**config.mk**
```make
export PLATFORM = sky130hd
export DESIGN_NAME = load_store_unit
export DESIGN_NICKNAME = d
export VERILOG_FILES = /design/src/rtl/load_store_unit.sv
export SDC_FILE = /design/constraint.sdc
export NUM_CORES = 1
export LEC_CHECK = 0
export ABC_AREA = 1
export ABC_CLOCK_PERIOD_IN_PS = 9850
export CORE_MARGIN = 5
export CORE_UTILIZATION = 40
export CTS_BUF_LIST = sky130_fd_sc_hd__clkbuf_16
export CTS_CLUSTER_SIZE = 40
export DETAILED_ROUTE_END_ITERATION = 8
export MAX_ROUTING_LAYER = met4
export PLACE_DENSITY = 0.75
export REMOVE_ABC_BUFFERS = 1
export SLEW_MARGIN = 0
export SYNTH_ARGS = -nofsm -noshare
export SYNTH_HDL_FRONTEND = slang
export SYNTH_SLANG_ARGS = --single-unit
export TNS_END_PERCENT = 5
```
**constraint.sdc**
```tcl
create_clock -name clk -period 9.85 [get_ports clk]
set_clock_uncertainty 0.15 [all_clocks]
set_input_delay 1.97 -clock clk [delete_from_list [all_inputs] [get_ports clk]]
set_output_delay 1.97 -clock clk [all_outputs]
set_load 0.03 [all_outputs]
```
**src/rtl/load_store_unit.sv**
```systemverilog
// Load/store unit: runs one RISC-V B/H/W load or store over a word-addressed req/ack bus.
// It generates byte enables, replicates store data across lanes, extends load data, and reports faults.
module load_store_unit #(
    parameter int TIMEOUT = 16
) (
    input  logic        clk,
    input  logic        rst,
    input  logic        i_op_valid,
    input  logic        i_op_write,
    input  logic [2:0]  i_op_funct3,
    input  logic [31:0] i_op_addr,
    input  logic [31:0] i_op_wdata,
    output logic        o_stall,
    output logic        o_done,
    output logic        o_ld_valid,
    output logic [31:0] o_ld_data,
    output logic        o_fault,
    output logic [1:0]  o_fault_cause,
    output logic        o_mem_req,
    output logic        o_mem_we,
    output logic [31:0] o_mem_addr,
    output logic [3:0]  o_mem_be,
    output logic [31:0] o_mem_wdata,
    input  logic        i_mem_ack,
    input  logic [31:0] i_mem_rdata
);
    localparam int CW = (TIMEOUT > 2) ? $clog2(TIMEOUT) : 1;

    typedef enum logic [1:0] {S_IDLE, S_ACCESS, S_DONE, S_FAULT} state_t;

    state_t        r_state;
    logic [CW-1:0] r_cnt;
    logic          r_write;
    logic [2:0]    r_funct3;
    logic [1:0]    r_off;
    logic          r_done;
    logic          r_ld_valid;
    logic [31:0]   r_ld_data;
    logic          r_fault;
    logic [1:0]    r_cause;
    logic          r_mem_req;
    logic          r_mem_we;
    logic [31:0]   r_mem_addr;
    logic [3:0]    r_mem_be;
    logic [31:0]   r_mem_wdata;

    logic          w_illegal;
    logic          w_misalign;
    logic [3:0]    w_be;
    logic [31:0]   w_wdata;
    logic [7:0]    w_byte;
    logic [15:0]   w_half;
    logic [31:0]   w_ld_ext;

    assign w_illegal  = (i_op_funct3 == 3'b011) || (i_op_funct3 == 3'b110) ||
                        (i_op_funct3 == 3'b111);
    assign w_misalign = ((i_op_funct3[1:0] == 2'b01) && i_op_addr[0]) ||
                        ((i_op_funct3[1:0] == 2'b10) && (i_op_addr[1:0] != 2'b00));

    // Size comes from funct3[1:0]; loads always read the full word.
    always_comb begin
        w_be    = 4'b1111;
        w_wdata = i_op_wdata;
        if (i_op_write) begin
            case (i_op_funct3[1:0])
                2'b00: begin
                    w_be    = 4'b0001 << i_op_addr[1:0];
                    w_wdata = {4{i_op_wdata[7:0]}};
                end
                2'b01: begin
                    w_be    = i_op_addr[1] ? 4'b1100 : 4'b0011;
                    w_wdata = {2{i_op_wdata[15:0]}};
                end
                default: ;
            endcase
        end
    end

    always_comb begin
        w_byte = i_mem_rdata[{r_off, 3'b000} +: 8];
        w_half = r_off[1] ? i_mem_rdata[31:16] : i_mem_rdata[15:0];
        case (r_funct3)
            3'b000:  w_ld_ext = {{24{w_byte[7]}}, w_byte};
            3'b001:  w_ld_ext = {{16{w_half[15]}}, w_half};
            3'b100:  w_ld_ext = {24'd0, w_byte};
            3'b101:  w_ld_ext = {16'd0, w_half};
            default: w_ld_ext = i_mem_rdata;
        endcase
    end

    always_ff @(posedge clk or posedge rst) begin
        if (rst) begin
            r_state     <= S_IDLE;
            r_cnt       <= '0;
            r_write     <= 1'b0;
            r_funct3    <= 3'b000;
            r_off       <= 2'b00;
            r_done      <= 1'b0;
            r_ld_valid  <= 1'b0;
            r_ld_data   <= 32'd0;
            r_fault     <= 1'b0;
            r_cause     <= 2'b00;
            r_mem_req   <= 1'b0;
            r_mem_we    <= 1'b0;
            r_mem_addr  <= 32'd0;
            r_mem_be    <= 4'b0000;
            r_mem_wdata <= 32'd0;
        end else begin
            r_done     <= 1'b0;
            r_ld_valid <= 1'b0;
            r_fault    <= 1'b0;
            case (r_state)
                S_IDLE: begin
                    if (i_op_valid) begin
                        if (w_illegal) begin
                            r_state <= S_FAULT;
                            r_fault <= 1'b1;
                            r_cause <= 2'b11;
                        end else if (w_misalign) begin
                            r_state <= S_FAULT;
                            r_fault <= 1'b1;
                            r_cause <= 2'b01;
                        end else begin
                            r_state     <= S_ACCESS;
                            r_cnt       <= '0;
                            r_write     <= i_op_write;
                            r_funct3    <= i_op_funct3;
                            r_off       <= i_op_addr[1:0];
                            r_mem_req   <= 1'b1;
                            r_mem_we    <= i_op_write;
                            r_mem_addr  <= {i_op_addr[31:2], 2'b00};
                            r_mem_be    <= w_be;
                            r_mem_wdata <= w_wdata;
                        end
                    end
                end
                S_ACCESS: begin
                    // An ack on the last allowed cycle still completes the access.
                    if (i_mem_ack) begin
                        r_state    <= S_DONE;
                        r_mem_req  <= 1'b0;
                        r_mem_we   <= 1'b0;
                        r_done     <= 1'b1;
                        r_ld_valid <= ~r_write;
                        if (!r_write) r_ld_data <= w_ld_ext;
                    end else if (r_cnt == CW'(TIMEOUT - 1)) begin
                        r_state   <= S_FAULT;
                        r_mem_req <= 1'b0;
                        r_mem_we  <= 1'b0;
                        r_fault   <= 1'b1;
                        r_cause   <= 2'b10;
                    end else begin
                        r_cnt <= r_cnt + 1'b1;
                    end
                end
                S_DONE:  r_state <= S_IDLE;
                S_FAULT: r_state <= S_IDLE;
                default: r_state <= S_IDLE;
            endcase
        end
    end

    assign o_stall       = ((r_state == S_IDLE) && i_op_valid) || (r_state == S_ACCESS);
    assign o_done        = r_done;
    assign o_ld_valid    = r_ld_valid;
    assign o_ld_data     = r_ld_data;
    assign o_fault       = r_fault;
    assign o_fault_cause = r_cause;
    assign o_mem_req     = r_mem_req;
    assign o_mem_we      = r_mem_we;
    assign o_mem_addr    = r_mem_addr;
    assign o_mem_be      = r_mem_be;
    assign o_mem_wdata   = r_mem_wdata;

endmodule

```
* Word level (Yosys, flattened, before mapping) *
Index checks and enable logic that the tools add are counted.

storage, ports and cells
  register bits after elaboration = 117
  latch bits = 0
  bits in writable memories = 0
  memory bits (read-only) = 0
  logic and storage cells = 105
  memories kept = 0

cells by class
  add/subtract/negate cells = 1
  $mul = 0
  div/mod/pow operators = 0
  $lt $le $gt $ge = 0
  eq/ne operators = 20
  shift-type cells = 2
  multiplexer cells = 45
  bitwise logic cells = 3
  reductions and logical operators = 19

operators with widths
  kind                                           number
  one-hot mux 32 bit (4 select lines)            1
  one-hot mux 32 bit (2 select lines)            1
  2-to-1 mux 32 bit                              1
  variable part select 32 x 6 -> 8 bit           1
  2-to-1 mux 4 bit                               7
  2-to-1 mux 2 bit                               10
  2-to-1 mux 1 bit                               17
  2-to-1 mux 16 bit                              1
  one-hot mux 4 bit (2 select lines)             2
  == test 3 bit, second input constant           4
  inequality test 2 bit, second input constant   6
  AND reduction 5 bit                            2
  == test 2 bit, second input constant           3
  inequality test 3 bit, second input constant   2
  one-hot mux 1 bit (2 select lines)             3
  one-hot mux 2 bit (3 select lines)             1
  AND reduction 6 bit                            1
  adder 4 x 1 -> 4 bit, second input constant    1
  == test 2 x 1 -> 1 bit, second input constant  2
  == test 4 bit, second input constant           1
  logical NOT 2 bit                              2
  logical OR 1 bit                               4
  one-hot mux 2 bit (2 select lines)             1
  AND reduction 4 bit                            1
  other kinds (10)                               15

* Logic depth before layout (Yosys ltp) *
  depth in word-level cells = 7
  depth in mapped cells = 10

* Worst setup path before layout *
No wires, ideal clock.

  path type = in2out
  start point = in i_op_valid
  end point = out o_stall
  arrival time = 2,333 ps
  data required time = 7,730 ps
  path slack = 5,397 ps
  stages = 2
  cell sequence = nand2_1 -> nand2_1

on the way
  cells in the longest elaborated chain, start to end = 2

ends and longest elaborated chain
  element             line  RTL
  start: declaration  8     input logic i_op_valid,
  logical AND 1 bit   163   assign o_stall = ((r_state == S_IDLE) && i_op_valid) || (r_state == S_ACCESS);
  logical OR 1 bit    163
  end: declaration    13    output logic o_stall,

Every way passes these cells.

* Worst setup path after layout *
Ends and elaborated chain as after synthesis.

==> results.cfg <==
[worst_setup_path]
crit_type = input port to output pin
cp_max_fo = 3
timing.rr.end = o_mem_wdata[2]
critical_path.endpoint_type = output pin
cp_data_required_time_ns = 7.73
r2r_start = r_state[1]
max_stage_delay_ns = 0.69
rrSetupSlack_ns = 7.35
crit_chain = clkdlybuf4s50_1 > nand2_1 > nand2_1 > clkdlybuf4s50_1
start_kind = input port
r2r_cells = 8
slowest_stage = clkdlybuf4s50_1
arrival_ns = 3.41

[layout]
n_antenna_cell = 0
fin_nets = 1094
fin_util_pct = 58.6
area_delta_synth_final_pct = 45.5
drive_gt1_share_pct = 5.41
n_fill_cell = 1300

[placement]
port_buffers = 209
place_congestion = 0.819
dp_hpwl_um = 12400

[logic_synthesis]
async_flop_share_pct = 100
synth_seq_area_share_pct = 50.6
synth_xor_area_share_pct = 0.151
synth.avg_cell_area_um2 = 7.27
ys.warnings.count = 0
synthTopCellsByArea = dfrtp_1 51%, nand2_1 25%, nand3_1 4.8%
synth_area_um2 = 5790
synth.distinct_cells = 28
synth_top_area_cell = dfrtp_1
synth_cells = 796
synth-adder-area-share_pct = 0.216
synth_edf_count = 0
synth_compound_area_share_pct = 6.72
synthFlopType = dfrtp_1
synth_top_family_by_area = simple AND/OR/NAND/NOR gates
yosys.area_share.simple_pct = 34.4
synthMuxAreaShare_pct = 0
synth-seq-cells = 117
synth_top_area_share_pct = 50.6

[timing]
rsz0062_at_grt = no
maxSlewHeadroom_pct = 19.5
min_period_over_period_pct = 56.1
finalCriticalPeriod_ns = 5.53
worst_hold_slack_ns = 0.318
slew_viol_final = 0
hold_viol = 0
tns_ns = 0
fmax_mhz = 181
finalSetupViolCount = 0
tightest_slew_ns = 1.21

[pwr]
p_per_area_nw_per_um2 = 336
irDropWorstVdd_uv = 201
p_leak_nw = 4.27

[clock_network]
cts_root_buf = clkbuf_16
clk_pin_slew_ns = 0.05
h-tree-depth = 4
clock_latency_ns = 0.41
holdBufCountCts = 0
cts.sinks = 117
tritoncts = done
cts_buffers = 17
cts.path.max_buffers = 2
post_cts_buffers = 0
cts-resized-gates = 0

[drt]
ant_nets = 0
drt_iter0_markers = 373
via_per_inst = 4.85
route.detailed.drc = 0
wl_um = 18000
vias = 5733
drtPass1Iterations = 4
wl_per_cell_um = 15.2

[global_routing]
antenna_found_initial = 0
grt_max_degree = 76
grtUsageTotal_pct = 21.9
overflow = 0
grt_pass1_vias = 5533
grt_first_pass_wirelength_um = 28000

[die]
start_util_pct = 40.3
ios = 212
die_area_um2 = 17000
rows = 44
die_w_um = 130
die_h_um = 130
core_um2 = 14400

[flow_run]
max-cap-violations = 0

[outcome]
status = completed

[hold_path]
hp-class = register to register
min_from = o_mem_wdata[20]
hold_depth = 2
hold_end = o_mem_wdata[20]
[stage by stage]
step	instances	setup WS, ns	area [um2]	power [mW]
after floorplan	756	4.63	5580	1.69
after global placement	1154	4.33	7950	2.30
after detailed placement	1154	4.34	7950	2.32
after CTS	1182	4.32	8420	2.85
after global routing	1182	4.26	8420	3.01
final	1182	4.32	8420	2.83
[metal layers]
metal / track usage [%] / routed length [um]
met5: - / 0
met4: 5.56 / 193
met3: 9.62 / 2070
met2: 32.8 / 8170
met1: 27.2 / 7530
[where the power goes]
part	total [mW]	internal, mW	switching (mW)
Clock	0.516	0.307	0.209
Sequential	0.869	0.704	0.165
Combinational	1.45	0.567	0.879
[registers in the layout (all words and copies together) (netlist names)]
name and cells:
o_fault_cause 2, r_off 2, o_ld_data 32, o_fault 1
o_mem_req 1, r_cnt 4, r_funct3 3, o_mem_we 1
o_mem_be 4, r_write 1, o_done 1, o_ld_valid 1
o_mem_wdata 32, o_mem_addr 30, r_state 2
[critical path: cells and delay by family]
| family | cells | cell delay [ns] |
|---|---|---|
| buffers and inverters | 2 | 1.18 |
| and+or+nand+nor | 2 | 0.25 |
[cell type report]
cell class                      count  area [um2]  area share, %
Clock inverter                     11        51.3          0.609
Sequential cell                   117        2930           34.8
Inverter                           64         245           2.91
Multi-Input combinational cell    575        2410           28.6
Clock buffer                       17         425           5.05
Timing Repair Buffer              214        2130           25.3
Tap cell                          184         230           2.73
[cell usage after synthesis, types with 2 or more instances]
cell type / instances
clkbuf_1: 15
nor2_1: 21
dfrtp_1: 117
nand3_1: 55
nor2_2: 2
inv_1: 59
o21ai_0: 50
buf_1: 2
buf_2: 15
buf_4: 8
inv_2: 3
nand2_1: 393
or2_2: 16
a21oi_1: 26
[worst max-delay path by stage]
| stage | start | end | slack [ns] | cells past startpoint |
|---|---|---|---|---|
| global route | i_op_valid | o_stall | 4.26 | 4 |
| CTS | i_op_valid | o_stall | 4.32 | 4 |
| floorplan | rst | o_done | 4.63 | 1 |
| finish | i_op_valid | o_stall | 4.32 | 4 |
| global placement | i_op_valid | o_stall | 4.33 | 4 |
| detailed placement | i_op_valid | o_stall | 4.34 | 4 |
[layout by cell type (no fill, tap or decap), drive strengths merged]
cell type        n
and3             1
clkinv           8
o21ai           51
dfrtp          117
clkdlybuf4s50  209
inv             66
nor2            24
ha               1
or2             17
a21oi           26
clkinvlp         1
nor3             1
xor2             1
nand3           56
conb             2
nand4            1
clkbuf          17
nor3b            1
buf              5
nand2          393
[cells by family after synthesis]
kind of cell | after synthesis
AOI/OAI and AO/OA | 77
buffers and inverters | 105
other | 1
adders and majority gates | 1
DFF | 117
and+or+nand+nor | 494
xor gates and xnor gates | 1
Power figures use the tool's default switching activity.
